--- src/rtl/scan_chain_ctrl_if.sv ---
// Controller-side scan bus: sequencer handshake plus the se/si/so chain pins.
// Optional compare ports appear when SCAN_CMP_EN is defined.
interface scan_chain_ctrl_if #(
  parameter int CHAIN_LEN = 16
);
  logic                 start;
  logic [CHAIN_LEN-1:0] pat_in;
  logic                 busy;
  logic                 done;
  logic [CHAIN_LEN-1:0] resp_out;
  logic                 se;
  logic                 si;
  logic                 so;
`ifdef SCAN_CMP_EN
  logic [CHAIN_LEN-1:0] exp_in;
  logic [CHAIN_LEN-1:0] mask_in;
  logic                 fail;

  modport master (
    input  start, pat_in, so, exp_in, mask_in,
    output busy, done, resp_out, se, si, fail
  );
  modport slave (
    output start, pat_in, so, exp_in, mask_in,
    input  busy, done, resp_out, se, si, fail
  );
`else
  modport master (
    input  start, pat_in, so,
    output busy, done, resp_out, se, si
  );
  modport slave (
    output start, pat_in, so,
    input  busy, done, resp_out, se, si
  );
`endif
endinterface

--- src/rtl/scan_chain_ctrl.sv ---
// Scan chain driver: serialise pattern, pulse capture, deserialise response.
// Define SCAN_CMP_EN to add masked expected-value compare with a fail flag.
module scan_chain_ctrl #(
  parameter int CHAIN_LEN  = 16,
  parameter int CAP_CYCLES = 1
) (
  input  logic              clk,
  input  logic              clr_,
  scan_chain_ctrl_if.master bus
);

  localparam int CNT_MAX = (CHAIN_LEN > CAP_CYCLES) ? CHAIN_LEN : CAP_CYCLES;
  localparam int CNT_W   = $clog2(CNT_MAX + 1);
  localparam logic [CNT_W-1:0] LAST_BIT = CNT_W'(CHAIN_LEN - 1);
  localparam logic [CNT_W-1:0] LAST_CAP = CNT_W'(CAP_CYCLES - 1);

  typedef enum logic [2:0] {
    IDLE,
    SHIFT_IN,
    CAPTURE,
    SHIFT_OUT,
    DONE
  } state_t;

  state_t               state;
  logic [CNT_W-1:0]     cnt;
  logic [CHAIN_LEN-1:0] pat_sh;
  logic [CHAIN_LEN-2:0] rsp_sh;
  logic [CHAIN_LEN-1:0] resp_q;
  logic                 se_q;
  logic                 si_q;
  logic                 busy_q;
  logic                 done_q;
  logic [CHAIN_LEN-1:0] rsp_nxt;

  // so is taken before the chain moves, so the oldest bit ends up in the MSB
  assign rsp_nxt = {rsp_sh, bus.so};

`ifdef SCAN_CMP_EN
  logic [CHAIN_LEN-1:0] exp_q;
  logic [CHAIN_LEN-1:0] mask_q;
  logic                 fail_q;

  always_ff @(posedge clk or negedge clr_) begin
    if (!clr_) begin
      exp_q  <= '0;
      mask_q <= '0;
      fail_q <= 1'b0;
    end else begin
      if (bus.start && (state == IDLE || state == DONE)) begin
        exp_q  <= bus.exp_in;
        mask_q <= bus.mask_in;
      end
      if (state == SHIFT_OUT && cnt == LAST_BIT)
        fail_q <= |((rsp_nxt ^ exp_q) & mask_q);
    end
  end

  assign bus.fail = fail_q;
`endif

  always_ff @(posedge clk or negedge clr_) begin
    if (!clr_) begin
      state  <= IDLE;
      cnt    <= '0;
      pat_sh <= '0;
      rsp_sh <= '0;
      resp_q <= '0;
      se_q   <= 1'b0;
      si_q   <= 1'b0;
      busy_q <= 1'b0;
      done_q <= 1'b0;
    end else begin
      done_q <= 1'b0;
      case (state)
        IDLE, DONE: begin
          if (bus.start) begin
            state  <= SHIFT_IN;
            cnt    <= '0;
            si_q   <= bus.pat_in[CHAIN_LEN-1];
            pat_sh <= {bus.pat_in[CHAIN_LEN-2:0], 1'b0};
            se_q   <= 1'b1;
            busy_q <= 1'b1;
          end else begin
            state <= IDLE;
          end
        end
        SHIFT_IN: begin
          if (cnt == LAST_BIT) begin
            state <= CAPTURE;
            cnt   <= '0;
            se_q  <= 1'b0;
            si_q  <= 1'b0;
          end else begin
            cnt    <= cnt + 1'b1;
            si_q   <= pat_sh[CHAIN_LEN-1];
            pat_sh <= {pat_sh[CHAIN_LEN-2:0], 1'b0};
          end
        end
        CAPTURE: begin
          if (cnt == LAST_CAP) begin
            state <= SHIFT_OUT;
            cnt   <= '0;
            se_q  <= 1'b1;
          end else begin
            cnt <= cnt + 1'b1;
          end
        end
        SHIFT_OUT: begin
          rsp_sh <= rsp_nxt[CHAIN_LEN-2:0];
          if (cnt == LAST_BIT) begin
            state  <= DONE;
            cnt    <= '0;
            se_q   <= 1'b0;
            busy_q <= 1'b0;
            done_q <= 1'b1;
            resp_q <= rsp_nxt;
          end else begin
            cnt <= cnt + 1'b1;
          end
        end
        default: state <= IDLE;
      endcase
    end
  end

  assign bus.se       = se_q;
  assign bus.si       = si_q;
  assign bus.busy     = busy_q;
  assign bus.done     = done_q;
  assign bus.resp_out = resp_q;

endmodule

--- src/flat_wrapper.sv ---
// flat-port wrapper written by rule: the top's interface ports become plain ports
module scan_chain_ctrl_flat 
#(
  parameter int CHAIN_LEN  = 16,
  parameter int CAP_CYCLES = 1
)
  (clk, clr_, bus_start, bus_pat_in, bus_so, bus_busy, bus_done, bus_resp_out, bus_se, bus_si);
  scan_chain_ctrl_if #(.CHAIN_LEN(CHAIN_LEN)) bus_i ();
  input  logic clk;
  input  logic clr_;
  input wire logic [$bits(bus_i.start)-1:0] bus_start;
  input wire logic [$bits(bus_i.pat_in)-1:0] bus_pat_in;
  input wire logic [$bits(bus_i.so)-1:0] bus_so;
  output wire logic [$bits(bus_i.busy)-1:0] bus_busy;
  output wire logic [$bits(bus_i.done)-1:0] bus_done;
  output wire logic [$bits(bus_i.resp_out)-1:0] bus_resp_out;
  output wire logic [$bits(bus_i.se)-1:0] bus_se;
  output wire logic [$bits(bus_i.si)-1:0] bus_si;
  assign bus_i.start = bus_start;
  assign bus_i.pat_in = bus_pat_in;
  assign bus_i.so = bus_so;
  assign bus_busy = bus_i.busy;
  assign bus_done = bus_i.done;
  assign bus_resp_out = bus_i.resp_out;
  assign bus_se = bus_i.se;
  assign bus_si = bus_i.si;
  scan_chain_ctrl #(.CHAIN_LEN(CHAIN_LEN), .CAP_CYCLES(CAP_CYCLES)) u_core (.clk(clk), .clr_(clr_), .bus(bus_i));
endmodule
--- config.mk ---
export PLATFORM = sky130hd
export DESIGN_NAME = scan_chain_ctrl_flat
export DESIGN_NICKNAME = d
export VERILOG_FILES = /design/src/rtl/scan_chain_ctrl_if.sv /design/src/rtl/scan_chain_ctrl.sv /design/src/flat_wrapper.sv
export SDC_FILE = /design/constraint.sdc
export NUM_CORES = 1
export LEC_CHECK = 0
export BUFFER_PORTS_ARGS = -buffer_cell sky130_fd_sc_hd__clkbuf_2
export CORE_ASPECT_RATIO = 1.75
export CORE_UTILIZATION = 55
export CTS_CLUSTER_SIZE = 28
export DETAILED_ROUTE_END_ITERATION = 7
export GPL_ROUTABILITY_DRIVEN = 0
export PLACE_DENSITY = 0.78
export RECOVER_POWER = 100
export REMOVE_ABC_BUFFERS = 1
export SLEW_MARGIN = 20
export SYNTH_ARGS = -nofsm -noshare
export SYNTH_HDL_FRONTEND = slang
export SYNTH_SLANG_ARGS = --single-unit
export TNS_END_PERCENT = 1
--- constraint.sdc ---
create_clock -name clk -period 2.7 [get_ports clk]
set_clock_uncertainty 0.2 [all_clocks]
set_input_delay 0.135 -clock clk [delete_from_list [all_inputs] [get_ports clk]]
set_output_delay 0.135 -clock clk [all_outputs]
set_load 0.03 [all_outputs]
==> flow_summary_export.csv <==
group,metric,value,unit
cts,cts_buffer_depth,2,
finish,layout_common_cells,"dfrtp_1 (58), mux2_2 (23), clkbuf_1 (21)",
timing,whs,0.287,ns
critical_path,cp.arrival,2.22,ns
routing,ant_nets,0,
logic_synthesis,avgSynthCellArea,12.4,sq um
placed_design,hpwl,2.89,mm
floorplan,initial_core_util,0.583,
floorplan,die_h,90.5,microns
routing,num_vias,1743,
grt,use_met2,0.354,
floorplan,die_w,52.6,microns
routing,viasPerCell,5.59,
critical_path,critPathLaunchType,"flip-flop",
timing,drv_slew,0,
logic_synthesis,synth_fa_ha_area_frac,0.0152,
floorplan,core_area,0.00423,sq mm
finish,final_nets,282,
logic_synthesis,ys_types,34,
routing,drt_iter0_markers,32,
timing,tightestPinTransition,1.34,ns
critical_path,r2r-end,"u_core.bus.resp_out[0]$_DFFE_PN0P_",
floorplan,die_area,0.00476,sq mm
cts,htreeDepth,3,
cts,clk_latency,0.33,ns
logic_synthesis,synth-simple-area-share,0.101,
critical_path,cp.required,2.72,ns
cts,cts_buffers,9,
cts,cts.clk_slew.worst_paths,0.06,ns
logic_synthesis,muxShareOfSynthArea,0.154,
grt,grt_pass1_wl,7.85,mm
min_path,hold_depth,1,
logic_synthesis,synth-compound-area-share,0.101,
cts,cts_root_buf,"clkbuf_8",
routing,drc,0,
logic_synthesis,syn_inst,199,
routing,first_pass_iters,5,
timing,finalSetupViolCount,0,
power_and_ir_drop,leakage,1.35,nW
logic_synthesis,synth_xor_area_frac,0.00711,
grt,grt_busiest_layer,"met2",
timing,slew_headroom,0.106,
min_path,hold_class,"reg2reg",
grt,use_met1,0.263,
logic_synthesis,syn-cell-area,0.00246,sq mm
finish,nFillCells,314,
timing,final.period_utilization,0.817,
grt,grt_pass1_vias,1779,
critical_path,r2r_setup_slack,0.49,ns
timing,setup_tns,0,ns
timing,post-route-worst-setup-slack,0.494,ns
floorplan,io_pins,40,
flow_run,drv_cap,0,
grt,antenna_found_initial,0,
critical_path,cp-end-kind,"flip-flop",
finish,insertedDiodeCount,0,
finish,areaGrowthSynthToFinish,22.7,%
cts,cts_tree,"done",
critical_path,critPathMaxFanout,18,
timing,rsz0062_at_grt,"no",
power_and_ir_drop,pwr_density_cell,823,mW/mm^2
critical_path,reg2reg_depth,4,
cts,cts-resized-gates,0,
timing,min_period,2.21,ns
logic_synthesis,synth_seq_cells,58,
critical_path,worstReg2RegStart,"u_core.cnt[1]$_DFFE_PN0P_",
placed_design,dp_slack,0.624,ns
routing,routedWlPerCell,14.9,microns
grt,grt_max_degree,59,
status,outcome,"complete, no violations",
min_path,worstHoldEndpoint,"u_core.bus.resp_out[9]$_DFFE_PN0P_",
logic_synthesis,synth_top_family_by_area,"multiplexers",
grt,grtUsageMet3,0.0774,
min_path,min_from,"u_core.bus.resp_out[9]$_DFFE_PN0P_",
grt,track_usage,0.229,
critical_path,path_class,"reg2reg",
timing,final_hold_viol_count,0,
power_and_ir_drop,peakVddDrop,0.588,mV
grt,overflow,0,
logic_synthesis,yosysWarnings,0,
logic_synthesis,ys_seq_area_frac,0.589,
timing,max_freq,0.453,GHz
routing,totalWireLength,4.64,mm
finish,layout.cells.most_common,"dfrtp_1",
finish,drive_gt1_frac,0.232,
cts,cts.sinks,58,
placed_design,io_buffers,39,
floorplan,num_rows,31,
cells by family after synthesis:
group | Yosys count
AND/OR/NAND/NOR | 44
multiplexers | 34
XOR/XNOR | 2
adder cells (fa/ha/maj) | 3
AO/OA/AOI/OAI | 42
flip-flops | 58
buffers and inverters | 16
layer usage:
| metal | routed length [microns] | vias to the layer above |
|---|---|---|
| met1 | 1900 | 859 |
| met3 | 206 | 15 |
| met5 | 0 | - |
| met4 | 146 | 0 |
| met2 | 2390 | 43 |
| li1 | - | 826 |
per-stage QoR:
step,cells,power (W),cell area [sq um],utilization
2_1_floorplan,188,0.00152,2400,-
3_3_place_gp,278,0.00165,2670,0.632
3_5_place_dp,278,0.00168,2670,0.632
4_1_cts,312,0.00251,3070,0.726
5_1_grt,312,0.00263,3020,0.715
6_report,312,0.00249,3020,0.715
worst max path at each step:
stage	slack [ns]	end	startpoint	cells after the start
final	0.49	u_core.bus.resp_out[0]$_DFFE_PN0P_	u_core.cnt[1]$_DFFE_PN0P_	4
after global routing	0.29	u_core.cnt[2]$_DFFE_PN0P_	u_core.state[1]$_DFFE_PN0P_	4
after CTS	0.63	u_core.bus.resp_out[12]$_DFFE_PN0P_	u_core.cnt[1]$_DFFE_PN0P_	4
after detailed placement	0.62	u_core.bus.resp_out[12]$_DFFE_PN0P_	u_core.cnt[1]$_DFFE_PN0P_	4
after global placement	0.72	u_core.bus.resp_out[15]$_DFFE_PN0P_	u_core.cnt[1]$_DFFE_PN0P_	4
after floorplan	0.71	u_core.pat_sh[10]$_DFFE_PN0P_	u_core.cnt[1]$_DFFE_PN0P_	5
sequential cells by signal (all words and copies together), names as in the netlist:
| register | cells |
|---|---|
| u_core.bus.resp_out | 16 |
| u_core.pat_sh | 15 |
| u_core.rsp_sh | 15 |
| u_core.cnt | 5 |
| u_core.state | 3 |
| u_core.bus.busy | 1 |
| u_core.bus.done | 1 |
| u_core.bus.se | 1 |
| u_core.bus.si | 1 |
synthesized netlist by cell type:
library cell | count | share of area
buf_2 | 9 | 0.018
nor2_2 | 1 | 0.0025
nor3_1 | 1 | 0.0020
nand2_1 | 8 | 0.012
mux2_1 | 8 | 0.037
inv_1 | 5 | 0.0076
and2_1 | 1 | 0.0025
or2_1 | 1 | 0.0025
mux2i_1 | 3 | 0.012
o2bb2ai_1 | 1 | 0.0036
a31oi_1 | 1 | 0.0025
a21oi_1 | 17 | 0.035
nor3b_1 | 1 | 0.0030
buf_6 | 1 | 0.0046
a211oi_1 | 2 | 0.0061
o31ai_1 | 1 | 0.0030
dfrtp_1 | 58 | 0.59
nor2_8 | 1 | 0.0081
nor2_1 | 19 | 0.029
nand4b_2 | 1 | 0.0061
ha_1 | 3 | 0.015
clkbuf_2 | 1 | 0.0020
o21ai_0 | 3 | 0.0061
xnor2_1 | 2 | 0.0071
mux2_2 | 23 | 0.11
o22ai_1 | 15 | 0.038
nor2b_4 | 1 | 0.0056
nand3b_1 | 2 | 0.0061
o21ai_2 | 1 | 0.0036
or3b_1 | 2 | 0.0071
nor4b_1 | 1 | 0.0036
nand3_1 | 3 | 0.0061
nand2_4 | 1 | 0.0046
o221ai_1 | 1 | 0.0036
where the power goes:
part           leakage (nW)  total [W]  internal, W  switching (W)
sequential            0.684    0.00114      0.00103       0.000112
clock                 0.106   0.000812     0.000495       0.000317
combinational         0.564   0.000532     0.000229       0.000303
total                  1.35    0.00249      0.00176       0.000731
layout make-up:
cell class | instances | area, sq um | area share
Sequential cell | 58 | 1450 | 0.480
Multi-Input combinational cell | 125 | 915 | 0.303
Timing Repair Buffer | 60 | 373 | 0.123
Clock buffer | 13 | 169 | 0.0559
Tap cell | 49 | 61.3 | 0.0203
Clock inverter | 2 | 35.0 | 0.0116
Inverter | 5 | 18.8 | 0.00621
repair_timing:
item	CTS	global route
hold endpoints to repair	77	0
hold buffers	19	0
setup buffers	0	0
critical path, stage by stage, from the launching register on:
cell and delay [ns]:
dfrtp_1 0.40, ha_1 0.23, nand4b_1 0.42, nor2_8 0.45, mux2_2 0.38
Power figures use the tool's default switching activity.
